File: config.mk
export PLATFORM = sky130hd
export DESIGN_NAME = alu_arbiter
export DESIGN_NICKNAME = d
export VERILOG_FILES = /design/src/rtl/alu_arbiter.sv
export SDC_FILE = /design/constraint.sdc
export NUM_CORES = 1
export LEC_CHECK = 0
export ABC_AREA = 0
export ABC_CLOCK_PERIOD_IN_PS = 2200
export BUFFER_PORTS_ARGS = -buffer_cell sky130_fd_sc_hd__buf_2
export CAP_MARGIN = 20
export CORE_MARGIN = 1.5
export CORE_UTILIZATION = 35
export CTS_CLUSTER_SIZE = 40
export DETAILED_ROUTE_END_ITERATION = 10
export GPL_ROUTABILITY_DRIVEN = 0
export GPL_TIMING_DRIVEN = 0
export PLACE_DENSITY_LB_ADDON = 0.25
export SLEW_MARGIN = 20
export SYNTH_ARGS = -nofsm -noshare
export SYNTH_HDL_FRONTEND = slang
export SYNTH_SLANG_ARGS = --single-unit
export TNS_END_PERCENT = 100
File: constraint.sdc
create_clock -name clk -period 2.2 [get_ports clk]
set_input_delay 0.11 -clock clk [delete_from_list [all_inputs] [get_ports clk]]
set_output_delay 0.11 -clock clk [all_outputs]
set_load 0.05 [all_outputs]
File: src/rtl/alu_arbiter.sv
// alu_arbiter: round-robin share of one pipelined ALU among NREQ requesters, tag FIFO routes results back
// Optional macro ALU_ARB_PRIO0_EN gives requester 0 strict priority over the round-robin group.
module alu_arbiter #(
   parameter int NREQ = 4,
   parameter int WIDTH = 6,
   parameter int MAX_INFLIGHT = 4
) (
   input  logic                    clk,
   input  logic                    rst,
   input  logic [NREQ-1:0]         req_valid_i,
   output logic [NREQ-1:0]         req_ready_o,
   input  logic [NREQ*2-1:0]       req_op_i,
   input  logic [NREQ*WIDTH-1:0]   req_a_i,
   input  logic [NREQ*WIDTH-1:0]   req_b_i,
   output logic                    alu_valid_o,
   output logic [1:0]              alu_op_o,
   output logic [WIDTH-1:0]        alu_sa_o,
   output logic [WIDTH-1:0]        alu_sb_o,
   input  logic                    alu_valid_i,
   input  logic [WIDTH-1:0]        alu_out_i,
   output logic [NREQ-1:0]         rsp_valid_o,
   output logic [WIDTH-1:0]        rsp_data_o,
   output logic                    busy_o,
   output logic                    err_o
);
   localparam int TAG_W = $clog2(NREQ);
   localparam int AW = MAX_INFLIGHT > 1 ? $clog2(MAX_INFLIGHT) : 1;
   localparam int CW = $clog2(MAX_INFLIGHT + 1);
   localparam logic [1:0] OP_NOP = 2'd0;
`ifdef ALU_ARB_PRIO0_EN
   localparam bit PRIO0 = 1'b1;
`else
   localparam bit PRIO0 = 1'b0;
`endif
   logic [TAG_W-1:0]   ptr, win;
   logic [2*NREQ-1:0]  rot;
   logic               hit, xfer, pop;
   logic [1:0]         sel_op;
   logic [WIDTH-1:0]   sel_a, sel_b;
   logic [TAG_W-1:0]   fifo [MAX_INFLIGHT];
   logic [AW-1:0]      wp, rp;
   logic [CW-1:0]      count;
   assign busy_o = count != '0;
   // Rotating the valids by ptr turns the wrap-around search into a plain lowest-bit search.
   always_comb begin
      rot = {req_valid_i, req_valid_i} >> ptr;
      win = '0;
      hit = 1'b0;
      sel_op = OP_NOP;
      sel_a = '0;
      sel_b = '0;
      for (int k = NREQ - 1; k >= 0; k--)
         if (rot[k]) begin
            win = TAG_W'((int'(ptr) + k) % NREQ);
            hit = 1'b1;
         end
      if (PRIO0 && req_valid_i[0]) win = '0;
      for (int i = 0; i < NREQ; i++)
         if (win == TAG_W'(i)) begin
            sel_op = req_op_i[2*i +: 2];
            sel_a = req_a_i[WIDTH*i +: WIDTH];
            sel_b = req_b_i[WIDTH*i +: WIDTH];
         end
      xfer = hit && count < CW'(MAX_INFLIGHT);
      req_ready_o = xfer ? NREQ'(1) << win : '0;
      pop = alu_valid_i && count != '0;
   end
   always_ff @(posedge clk) begin
      if (rst) begin
         ptr <= '0;
         wp <= '0;
         rp <= '0;
         count <= '0;
         alu_valid_o <= 1'b0;
         alu_op_o <= OP_NOP;
         alu_sa_o <= '0;
         alu_sb_o <= '0;
         rsp_valid_o <= '0;
         rsp_data_o <= '0;
         err_o <= 1'b0;
      end else begin
         alu_valid_o <= xfer;
         alu_op_o <= xfer ? sel_op : OP_NOP;
         if (xfer) begin
            alu_sa_o <= sel_a;
            alu_sb_o <= sel_b;
            fifo[wp] <= win;
            wp <= wp + 1'b1;
         end
         if (xfer && !(PRIO0 && win == '0)) ptr <= win == TAG_W'(NREQ - 1) ? '0 : win + 1'b1;
         if (pop) begin
            rp <= rp + 1'b1;
            rsp_data_o <= alu_out_i;
         end
         rsp_valid_o <= pop ? NREQ'(1) << fifo[rp] : '0;
         count <= count + CW'(xfer) - CW'(pop);
         if (alu_valid_i && count == '0) err_o <= 1'b1;
      end
   end
endmodule
* Word-level counts from Yosys, hierarchy flattened
Memories as Yosys holds them, arrays and structs flattened. A register that Yosys moved wholly into a read port is not among the register bits.
Cells that the tools add are included.
W data, S select, Z words.
** Word-level totals
- Register bits after elaboration :: 35
- Bits in writable memories :: 8
- Input port bits :: 69
- Output and inout bits :: 31
- Word-level logic and storage cells :: 64
- Memories kept :: 1
** Operators by class
- Add/subtract/negate cells :: 8
- Magnitude comparators :: 1
- Equal/unequal tests :: 3
- Shift-type cells :: 3
- Muxes and demuxes :: 27
- Bitwise operators :: 2
- Reductions and logical operators :: 8
** Memories
- fifo :: depth 4, bits a word 2, read ports 1, clocked after memory_dff 1, write ports 1, line 40 : logic [TAG_W-1:0] fifo [MAX_INFLIGHT];
** Operators with widths (number)
- $mux W6 :: 8
- $mux W2 :: 11
- $add A2 B1 Y2 const B :: 4
- $shl A1 B2 Y4 const A :: 2
- $shr A8 B2 Y4 :: 1
- $mux W1 :: 7
- $add A2 B2 Y2 const B :: 2
- $eq A2 B2 Y1 const B :: 2
- $mux W4 :: 1
- $reduce_or A2 Y1 :: 2
- $add A3 B1 Y3 :: 1
- $logic_and A1 B1 Y1 :: 3
- $logic_not A3 Y1 :: 1
- $lt A3 B3 Y1 const B :: 1
- $reduce_bool A3 Y1 :: 1
- $sub A3 B1 Y3 :: 1
- $eq A2 B1 Y1 const B :: 1
- $logic_not A2 Y1 :: 1
- $not A1 Y1 :: 2

* Depth between registers and ports, before layout
Gate-level depths: netlist of the first run.
- Depth after elaboration :: 10
- Gate-level depth with buffers :: 11

* Least setup slack after synthesis of the first run
No wires, ideal clock.
- Kind :: flip-flop to flip-flop
- From :: register count[2]
- To :: register count[2]
- Arrival time :: 2.157 ns
- Required time :: 2.072 ns
- Path slack :: -0.085 ns
- Cell stages (with the launch flop) :: 12
- Clock period less this slack :: 2.285 ns
- Cells stage by stage :: dfxtp_1 buf_2 o31ai_4 buf_4 inv_1 ha_1 inv_1 ha_1 fa_1 xnor2_1 xnor2_1 nor2_1
** On the way
- Elaborated cells on any way between the ends :: 6
** RTL lines
- from (decl) :: line 42 : logic [CW-1:0] count;
- from (signal assigned) :: line 96 : count <= count + CW'(xfer) - CW'(pop);
- $reduce_bool A3 Y1 :: line 66 : pop = alu_valid_i && count != '0;
- $logic_and A1 B1 Y1 :: line 66
- net pop :: line 37 : logic hit, xfer, pop;
- $sub A3 B1 Y3 :: line 96
The timed path passes the listed nets, and every way through them passes these cells.
A chain may end at the register's enable or synchronous reset.

* Worst setup path after layout of the first run
- From :: register ptr[1]
- To :: output port req_ready_o[2]
** On the way
- Longest elaborated chain between the ends :: 7
- Elaborated cells on any way between the ends :: 15
** Ends and longest elaborated chain
- from (decl) :: line 35 : logic [TAG_W-1:0] ptr, win;
- from (signal assigned) :: line 90 : if (xfer && !(PRIO0 && win == '0)) ptr <= win == TAG_W'(NREQ - 1) ? '0 : win + 1'b1;
- $shr A8 B2 Y4 (*) :: line 46 : rot = {req_valid_i, req_valid_i} >> ptr;
- $mux W2 (3 in series) :: line 53 : if (rot[k]) begin
- $mux W2 (*) :: line 53
- net win[0] :: line 35
- $shl A1 B2 Y4 (*) :: line 65 : req_ready_o = xfer ? NREQ'(1) << win : '0;
- $mux W4 (*) :: line 65
- to (decl) :: line 11 : output logic [NREQ-1:0] req_ready_o,
Mark *: on every way through the listed nets, which the timed path passes. The rest lies on a longest branch.

==> out/results.txt, run 1 <==
EDFF count, synth = 8
Largest net degree at the start of global routing = 15
Initial antenna violation count = 0
DIE AREA = 7400 um2
Via/cell ratio = 5.12
Fraction of registers with async set/reset = 0%
Mean Syn Cell Area = 9.69 um2
Fillcell total = 646
Critical path fanouts, max = 10
Top_reg_cell synth = dfxtp_1
Clk sinks = 45
DR DRC count = 0
Max Buffers Root-to-Sink = 2
Setup crit start kind = flop
Crit. End Element = output pin
Die height = 86.0 um
Root buffer cell = clkbuf_8
Area Growth Syn to Fin = 39.0%
Worst-path clk slew = 0.09 ns
CTS tree = done
Max VDD drop = 0.466 mV
WP data arrival = 2.03 ns
Final design area excluding fillers = 3350 um2
RR Endpoint = alu_sa_o[4]$_SDFFE_PP0N_
Cell variety after synth = 43
Worst hold path class = in2reg
Grt ovf = 0
Mapped Nets = 329
R2r setup slk = 0.09 ns
Slew @ Worst Pin = 0.546 ns
Core area = 6720 um2
Total GRT Usage = 16.9%
PortBufs = 98
Placed cell areas = 3010 um2
Final Skew = 0.0101 ns
Setup TNS = 0 ns
YS warnings = 0
Router iterations before antenna repair = 4
#FFs+latches synth = 45
# IOs = 100
DRT iter0 DRCs = 54
Hpwl dp = 4700 um
DR WL/cell = 14.3 um
WL final = 6340 um
# rows = 30
Antenna-violating nets left = 0
Final Cycle Share = 97.3%
Slew HR = 63.6%
Kind of critical path = reg2out
CP Capture Point = req_ready_o[2]
Cells after synthesis = 249
Post-synthesis sequential area ratio = 40.6%
Clk Latency, worst-skew pair = 0.30 ns
Antenna Diode Count = 0
Fmax = 0.467 GHz
H-tree Lvls = 2
FF-to-FF path depth = 7
Mapped Area = 2410 um2
CTS Buf Count = 5
Vias post-DR = 2263
Pins Over Slew Limit = 0
CP startpoint = ptr[1]$_SDFFE_PP0N_
Outcome = finished, final reports clean
Setup-failing EPs final = 0
Initial Util = 35.9%
RSZ-0062 raised after global routing = yes
Final min period = 2.14 ns
Number of global-route vias before repair = 2078
Share of cells above drive strength 1 = 44.2%
Die width = 86.0 um
RR Startpoint = ptr[1]$_SDFFE_PP0N_
First-pass GRT wire length = 9890 um
Pwr dens = 1190 nW/um2
Max-cap viol count = 0
Leakage = 1.51 nW
Critical path data required time = 2.09 ns
Final Hold Fails = 0
Final nets = 441
## critical path, stage by stage (launching register included)
cell and delay [ns]:
dfxtp_4 0.37, or3b_1 0.38, o221a_4 0.17, inv_4 0.09, ha_4 0.14, buf_6 0.11, buf_6 0.13, and3_4 0.19
buf_8 0.14
## logic make-up (layout without fill, tap and decap cells)
logic type      count (synthesis)  count (layout)  share of synthesized area (%)
compound gates                 72              72                           22.6
simple gates                   62              62                           15.3
buf+inv                        46             159                           9.23
flops                          45              45                           40.6
fa+ha+maj                      11              11                           6.01
mux                             9               9                           4.77
xor+xnor                        4               4                           1.45
## sequential cells by signal, summed over array words and instances (netlist names), named ones only
signal       flops
fifo             8
count            3
rp               2
alu_op_o         2
alu_sa_o         6
rsp_valid_o      4
wp               2
alu_valid_o      1
err_o            1
ptr              2
alu_sb_o         6
rsp_data_o       6
## cells in the mapped netlist (4+ instances only)
cell / instances / area, um2
and3_1: 4 / 25.0
buf_2: 7 / 35.0
a311oi_1: 10 / 87.6
clkbuf_1: 7 / 26.3
mux2i_1: 7 / 70.1
edfxtp_1: 8 / 240
a221o_1: 14 / 140
nand2_1: 14 / 52.6
and2_1: 4 / 25.0
nor2_1: 11 / 41.3
a21oi_1: 30 / 150
nand3b_1: 14 / 105
nand3_1: 4 / 20.0
ha_1: 10 / 125
dfxtp_1: 37 / 741
buf_6: 4 / 45.0
a21oi_2: 4 / 35.0
inv_1: 25 / 93.8
## metrics by stage
stage                     std cells  worst slack (ns)  hold WS (ns)  util, %  total power, W
after detailed placement        427            -0.168         0.356     44.8         0.00324
final                           442            0.0590        0.0376     49.9         0.00401
after global placement          427            -0.172         0.343     44.8         0.00323
after CTS                       439           -0.0245        0.0339     47.7         0.00386
after floorplan                 249            0.0126         0.254        -         0.00277
after global routing            442           -0.0145        0.0470     49.9         0.00426
## power by group
group          total, W  switching, W  internal [W]
Combinational   0.00228       0.00137      0.000914
Clock          0.000505      0.000281      0.000225
Sequential      0.00122      0.000140       0.00108
## worst min path at each step
stage	from	end	slack [ns]	cells past startpoint
floorplan	alu_out_i[0]	rsp_data_o[0]$_SDFFE_PP0P_	0.25	2
finish	alu_out_i[5]	rsp_data_o[5]$_SDFFE_PP0P_	0.04	3
CTS	alu_out_i[5]	rsp_data_o[5]$_SDFFE_PP0P_	0.03	3
detailed placement	alu_out_i[1]	rsp_data_o[1]$_SDFFE_PP0P_	0.36	3
global placement	alu_out_i[0]	rsp_data_o[0]$_SDFFE_PP0P_	0.34	3
global route	alu_out_i[2]	rsp_data_o[2]$_SDFFE_PP0P_	0.05	3
## cell usage in the layout, fill, tap and decap left out, types with 3 or more instances in the layout
cell | netlist | routed
buf_2 | 7 | 97
dfxtp_1 | 37 | 33
a21oi_1 | 30 | 28
inv_1 | 25 | 24
nand3b_1 | 14 | 14
a221o_1 | 14 | 14
nand2_1 | 14 | 14
nor2_1 | 11 | 11
buf_6 | 4 | 10
buf_4 | 3 | 8
edfxtp_1 | 8 | 8
mux2i_1 | 7 | 7
clkbuf_1 | 7 | 7
a311oi_1 | 10 | 7
a21oi_2 | 4 | 6
ha_1 | 10 | 6
a311oi_2 | 2 | 5
clkbuf_8 | 0 | 5
nand3_1 | 4 | 4
and2_1 | 4 | 4
buf_8 | 0 | 4
o21ai_0 | 3 | 3
ha_4 | 0 | 3
## final cells by class
class                      instances  area, um2  area share [%]
multi-input combinational        158       1320            39.4
sequential                        45        991            29.5
timing repair buffer             106        596            17.8
buffer                            20        165            4.92
tap                               80        100            2.98
inverter                          25       96.3            2.87
clock buffer                       6       72.6            2.16
clock inverter                     2       13.8           0.410
## repair_timing
action,in CTS,in global routing
pin swaps,3,5
hold buffers,0,0
buffers inserted,5,3
gates resized for setup,22,28
endpoints found under the setup margin,18,16
## metal layers
layer  vias up  part of all wire (%)  global-route usage (%)  wire length (um)
li1       1130                     -                       -                 -
met1      1031                    41                    19.7              2620
met2        92                    50                    30.2              3200
met3        10                   7.1                    4.81               448
met4         0                   1.1                    4.99                70
met5         -                     0                       0                 0
Power figures use the tool's default switching activity.
==> run 2, diff against run 1 <==
Settings changed: HOLD_SLACK_MARGIN set to 0.08.
==> out/results.txt, run 2 (same netlist as run 1, synthesis figures left out) <==
Outcome = finished, final reports clean
Clk sinks = 45
First-pass GRT wire length = 10300 um
Final design area excluding fillers = 3520 um2
Worst hold path class = in2reg
Fmax = 0.468 GHz
Hpwl dp = 4700 um
# rows = 30
Met2 GRT Util = 31.8%
Post-placement setup slack = -0.168 ns
Largest net degree at the start of global routing = 15
Number of global-route vias before repair = 2187
Setup TNS = 0 ns
# IOs = 100
Final min period = 2.14 ns
Pins Over Slew Limit = 0
Share of cells above drive strength 1 = 41.7%
Root buffer cell = clkbuf_8
DR DRC count = 0
Kind of critical path = reg2out
Max VDD drop = 0.637 mV
Worst-path clk slew = 0.08 ns
Placed cell areas = 3010 um2
Die width = 86.0 um
Pwr dens = 1140 nW/um2
Slew @ Worst Pin = 0.560 ns
Slew HR = 62.6%
Crit-path slowest cell = or3b_1
Most frequent cells in the layout = buf_2 (97), dfxtp_1 (33), a21oi_1 (28)
Clk Latency, worst-skew pair = 0.30 ns
Vias post-DR = 2310
Setup crit start kind = flop
PortBufs = 98
Grt ovf = 0
Total GRT Usage = 17.6%
Worst Hold Slack = 0.103 ns
Crit. End Element = output pin
Final Cycle Share = 97.2%
Via/cell ratio = 5.01
Antenna Diode Count = 0
Critical path data required time = 2.09 ns
Gr busiest metal = met2
DR WL/cell = 14.2 um
Critical path fanouts, max = 10
Leakage = 1.59 nW
Commonest non-fill, non-tap cell in the layout = buf_2
Most frequent CP cell = buf_4
Final Hold Fails = 0
Die height = 86.0 um
Initial antenna violation count = 0
CP cell instances = or3b_1 -> o221a_4 -> inv_4 -> ha_4 -> buf_4 -> and3_1 -> buf_4
GR Layer Usage met1 = 20.1%
DIE AREA = 7400 um2
H-tree Lvls = 2
Met3 usage = 4.52%
Core area = 6720 um2
CP max stage delay = 0.38 ns
Final Skew = 0.0130 ns
Antenna-violating nets left = 0
CTS Buf Count = 5
Final WS setup = 0.0623 ns
Largest register FFs = 8
Max Buffers Root-to-Sink = 2
DRT iter0 DRCs = 67
WP data arrival = 2.03 ns
RSZ-0062 raised after global routing = yes
WL final = 6540 um
Setup-failing EPs final = 0
CTS tree = done
Final nets = 460
Reg with most FFs = fifo
Initial Util = 35.9%
Router iterations before antenna repair = 4
Max-cap viol count = 0
Area Growth Syn to Fin = 45.7%
==> run 2: cell count changes in the layout (fill, tap and decap cells not counted), sizes merged <==
| cell | change |
|---|---|
| clkbuf | +1 |
| dlygate4sd3 | +18 |
==> run 2: timing repair <==
| action | in CTS | in global routing |
|---|---|---|
| hold endpoints to repair | 18 | 0 |
| setup buffers | 5 | 4 |
| hold buffers | 18 | 0 |
| gates resized for setup | 22 | 22 |
| cloned | 0 | 0 |
| pin swaps | 3 | 3 |
| endpoints found under the setup margin | 18 | 16 |
==> run 2: worst paths after layout <==
| kind | start | endpoint | slack (ns) | cells after the start |
|---|---|---|---|---|
| max reg2reg | ptr[1]$_SDFFE_PP0N_ | alu_sa_o[4]$_SDFFE_PP0N_ | 0.09 | 8 |
| max | ptr[1]$_SDFFE_PP0N_ | req_ready_o[0] | 0.06 | 7 |
| min reg2reg | err_o$_SDFFE_PP0P_ | err_o$_SDFFE_PP0P_ | 0.47 | 2 |
| min | req_a_i[23] | alu_sa_o[5]$_SDFFE_PP0N_ | 0.10 | 3 |
==> run 2: power by group <==
group	switching (W)	total (W)	internal, W
Combinational	0.00136	0.00228	0.000916
Sequential	0.000139	0.00122	0.00108
Clock	0.000279	0.000504	0.000225
==> run 2: cell type report <==
class                   instances  area [um2]
well taps                      80         100
inverters                      25        96.3
plain buffers                  20         156
repair buffers                125         779
multi-input cells             158        1310
clock inverters                 2        13.8
flip-flops and latches         45         991
clock buffers                   6        72.6
fillers                       635        3200
==> run 2: layer usage <==
metal / vias up / wire length, um
met5: - / 0
met4: 0 / 108
met3: 11 / 408
met2: 84 / 3340
met1: 1049 / 2680
li1: 1166 / -
==> run 2: per-stage QoR <==
step / total power, W / util [%] / std cells
after detailed placement: 0.00324 / 44.8 / 427
after global routing: 0.00426 / 52.3 / 461
after global placement: 0.00323 / 44.8 / 427
after floorplan: 0.00277 / - / 249
final: 0.00400 / 52.3 / 461
after CTS: 0.00389 / 50.3 / 457
==> run 2: worst max-delay path: cells and delay by family (launching register included) <==
kind	cells	cell delay (ns)
flops	1	0.37
simple gates	2	0.55
compound gates	1	0.17
buf+inv	3	0.46
fa+ha+maj	1	0.18
==> run 3, diff against run 2 <==
Settings changed: CORE_UTILIZATION 35 to 43, MAX_ROUTING_LAYER set to met4, SETUP_SLACK_MARGIN set to 0.02.
==> out/results.txt, run 3 (same netlist as run 1, synthesis figures left out) <==
Outcome = finished, final reports clean
DR WL/cell = 14.1 um
Total GRT Usage = 22.3%
Die width = 77.9 um
Reg with most FFs = fifo
Sequential share of power = 29.3%
Grt ovf = 0
CP cell instances = a21oi_2 -> o21a_1 -> o22a_2 -> buf_6 -> ha_4 -> buf_6 -> buf_6 -> and3_4 -> buf_8
Kind of critical path = reg2out
Area Growth Syn to Fin = 49.3%
Number of global-route vias before repair = 2296
Clk Latency, worst-skew pair = 0.30 ns
Fillcell total = 473
CP max stage delay = 0.39 ns
Core area = 5470 um2
Largest net degree at the start of global routing = 15
# rows = 27
Worst-path clk slew = 0.08 ns
Critical path fanouts, max = 10
Clk sinks = 45
Crit. End Element = output pin
Largest register FFs = 8
CTS Buf Count = 5
Setup-failing EPs final = 0
Worst hold path class = in2reg
Max VDD drop = 0.543 mV
Vias post-DR = 2363
WL final = 6400 um
Die height = 77.9 um
Setup TNS = 0 ns
Final nets = 462
Cell Int Power = 0.00238 W
Multi-input logic area = 1360 um2
Antenna-violating nets left = 0
# IOs = 100
Antenna Diode Count = 0
Hpwl dp = 4510 um
Most frequent cells in the layout = buf_2 (96), dfxtp_1 (32), a21oi_1 (28)
Final Hold Fails = 0
Final Skew = 0.0112 ns
Clock network power share = 13.6%
H-tree Lvls = 2
Pins Over Slew Limit = 0
Share of cells above drive strength 1 = 45.4%
Fin cells = 455
Setup crit start kind = flop
Slew @ Worst Pin = 0.564 ns
Pwr dens = 1170 nW/um2
Reg area = 992 um2
P_sw = 0.00185 W
First-pass GRT wire length = 10600 um
Final min period = 2.15 ns
Placed Instances = 419
Initial Util = 44.1%
DR DRC count = 0
Initial antenna violation count = 0
Via/cell ratio = 5.19
Crit-path slowest cell = dfxtp_4
Fmax = 0.465 GHz
Router iterations before antenna repair = 5
Slew HR = 62.4%
PortBufs = 98
Root buffer cell = clkbuf_8
Most frequent CP cell = buf_6
Max-cap viol count = 0
DIE AREA = 6070 um2
Critical path data required time = 2.09 ns
WP data arrival = 2.04 ns
Commonest non-fill, non-tap cell in the layout = buf_2
Final Cycle Share = 97.7%
Combinational cell fraction of total power = 57.1%
Switching fraction of total power = 43.7%
CTS tree = done
RSZ-0062 raised after global routing = yes
Leakage = 1.62 nW
DRT iter0 DRCs = 99
Max Buffers Root-to-Sink = 2
## run 3: routing by layer
layer,part of all wire [%],GRT usage [%],vias up
met5,0,-,-
met4,1.2,5.18,0
met3,5.6,4.35,7
met2,51,39.2,96
met1,42,26.3,1093
li1,-,-,1167
## run 3: layout make-up
type                            instances  share of cell area, %
Buffer                                 20                   4.79
Clock buffer                            7                   2.71
Clock inverter                          1                  0.243
Inverter                               25                   2.67
Multi-Input combinational cell        158                   37.7
Sequential cell                        45                   27.5
Tap cell                               72                   2.50
Timing Repair Buffer                  127                   21.9
## run 3: critical path, delay by kind of cell (launching register included)
family | cells | cell delay (ns)
adders and majority gates | 1 | 0.15
DFF | 1 | 0.39
AOI/OAI and AO/OA | 3 | 0.54
buffers and inverters | 4 | 0.51
and+or+nand+nor | 1 | 0.15
## run 3: metrics by stage
stage	utilization, %	total power [W]	hold slack [ns]	setup WS [ns]	cell area [um2]
floorplan	-	0.00278	0.254	0.0454	2420
global placement	54.9	0.00321	0.344	-0.111	3000
detailed placement	54.9	0.00325	0.356	-0.154	3000
CTS	63.0	0.00405	0.0815	-0.00266	3450
global route	65.8	0.00449	0.0920	0.00319	3600
finish	65.8	0.00423	0.0974	0.0502	3600
## run 3: worst paths after layout
check	endpoint	from	cells past startpoint	slack, ns
max	req_ready_o[2]	ptr[1]$_SDFFE_PP0N_	9	0.05
max reg2reg	alu_sa_o[1]$_SDFFE_PP0N_	ptr[1]$_SDFFE_PP0N_	8	0.06
min	alu_sa_o[3]$_SDFFE_PP0N_	req_a_i[21]	3	0.1
min reg2reg	err_o$_SDFFE_PP0P_	err_o$_SDFFE_PP0P_	2	0.47
## run 3: power by group through the flow
stage	registers (W)	clock network (W)	logic [W]
after floorplan	0.00164	0	0.00114
after global placement	0.00121	0	0.00200
after detailed placement	0.00122	0	0.00203
after CTS	0.00120	0.000586	0.00226
after global routing	0.00126	0.000627	0.00260
final	0.00124	0.000576	0.00242
## run 3: timing repair
| action | CTS | global route |
|---|---|---|
| gates cloned | 0 | 1 |
| setup endpoints to repair | 19 | 18 |
| pin swaps | 8 | 10 |
| setup buffers | 7 | 6 |
| hold endpoints to repair | 15 | 0 |
| resized for setup | 32 | 29 |
| hold buffers | 15 | 0 |
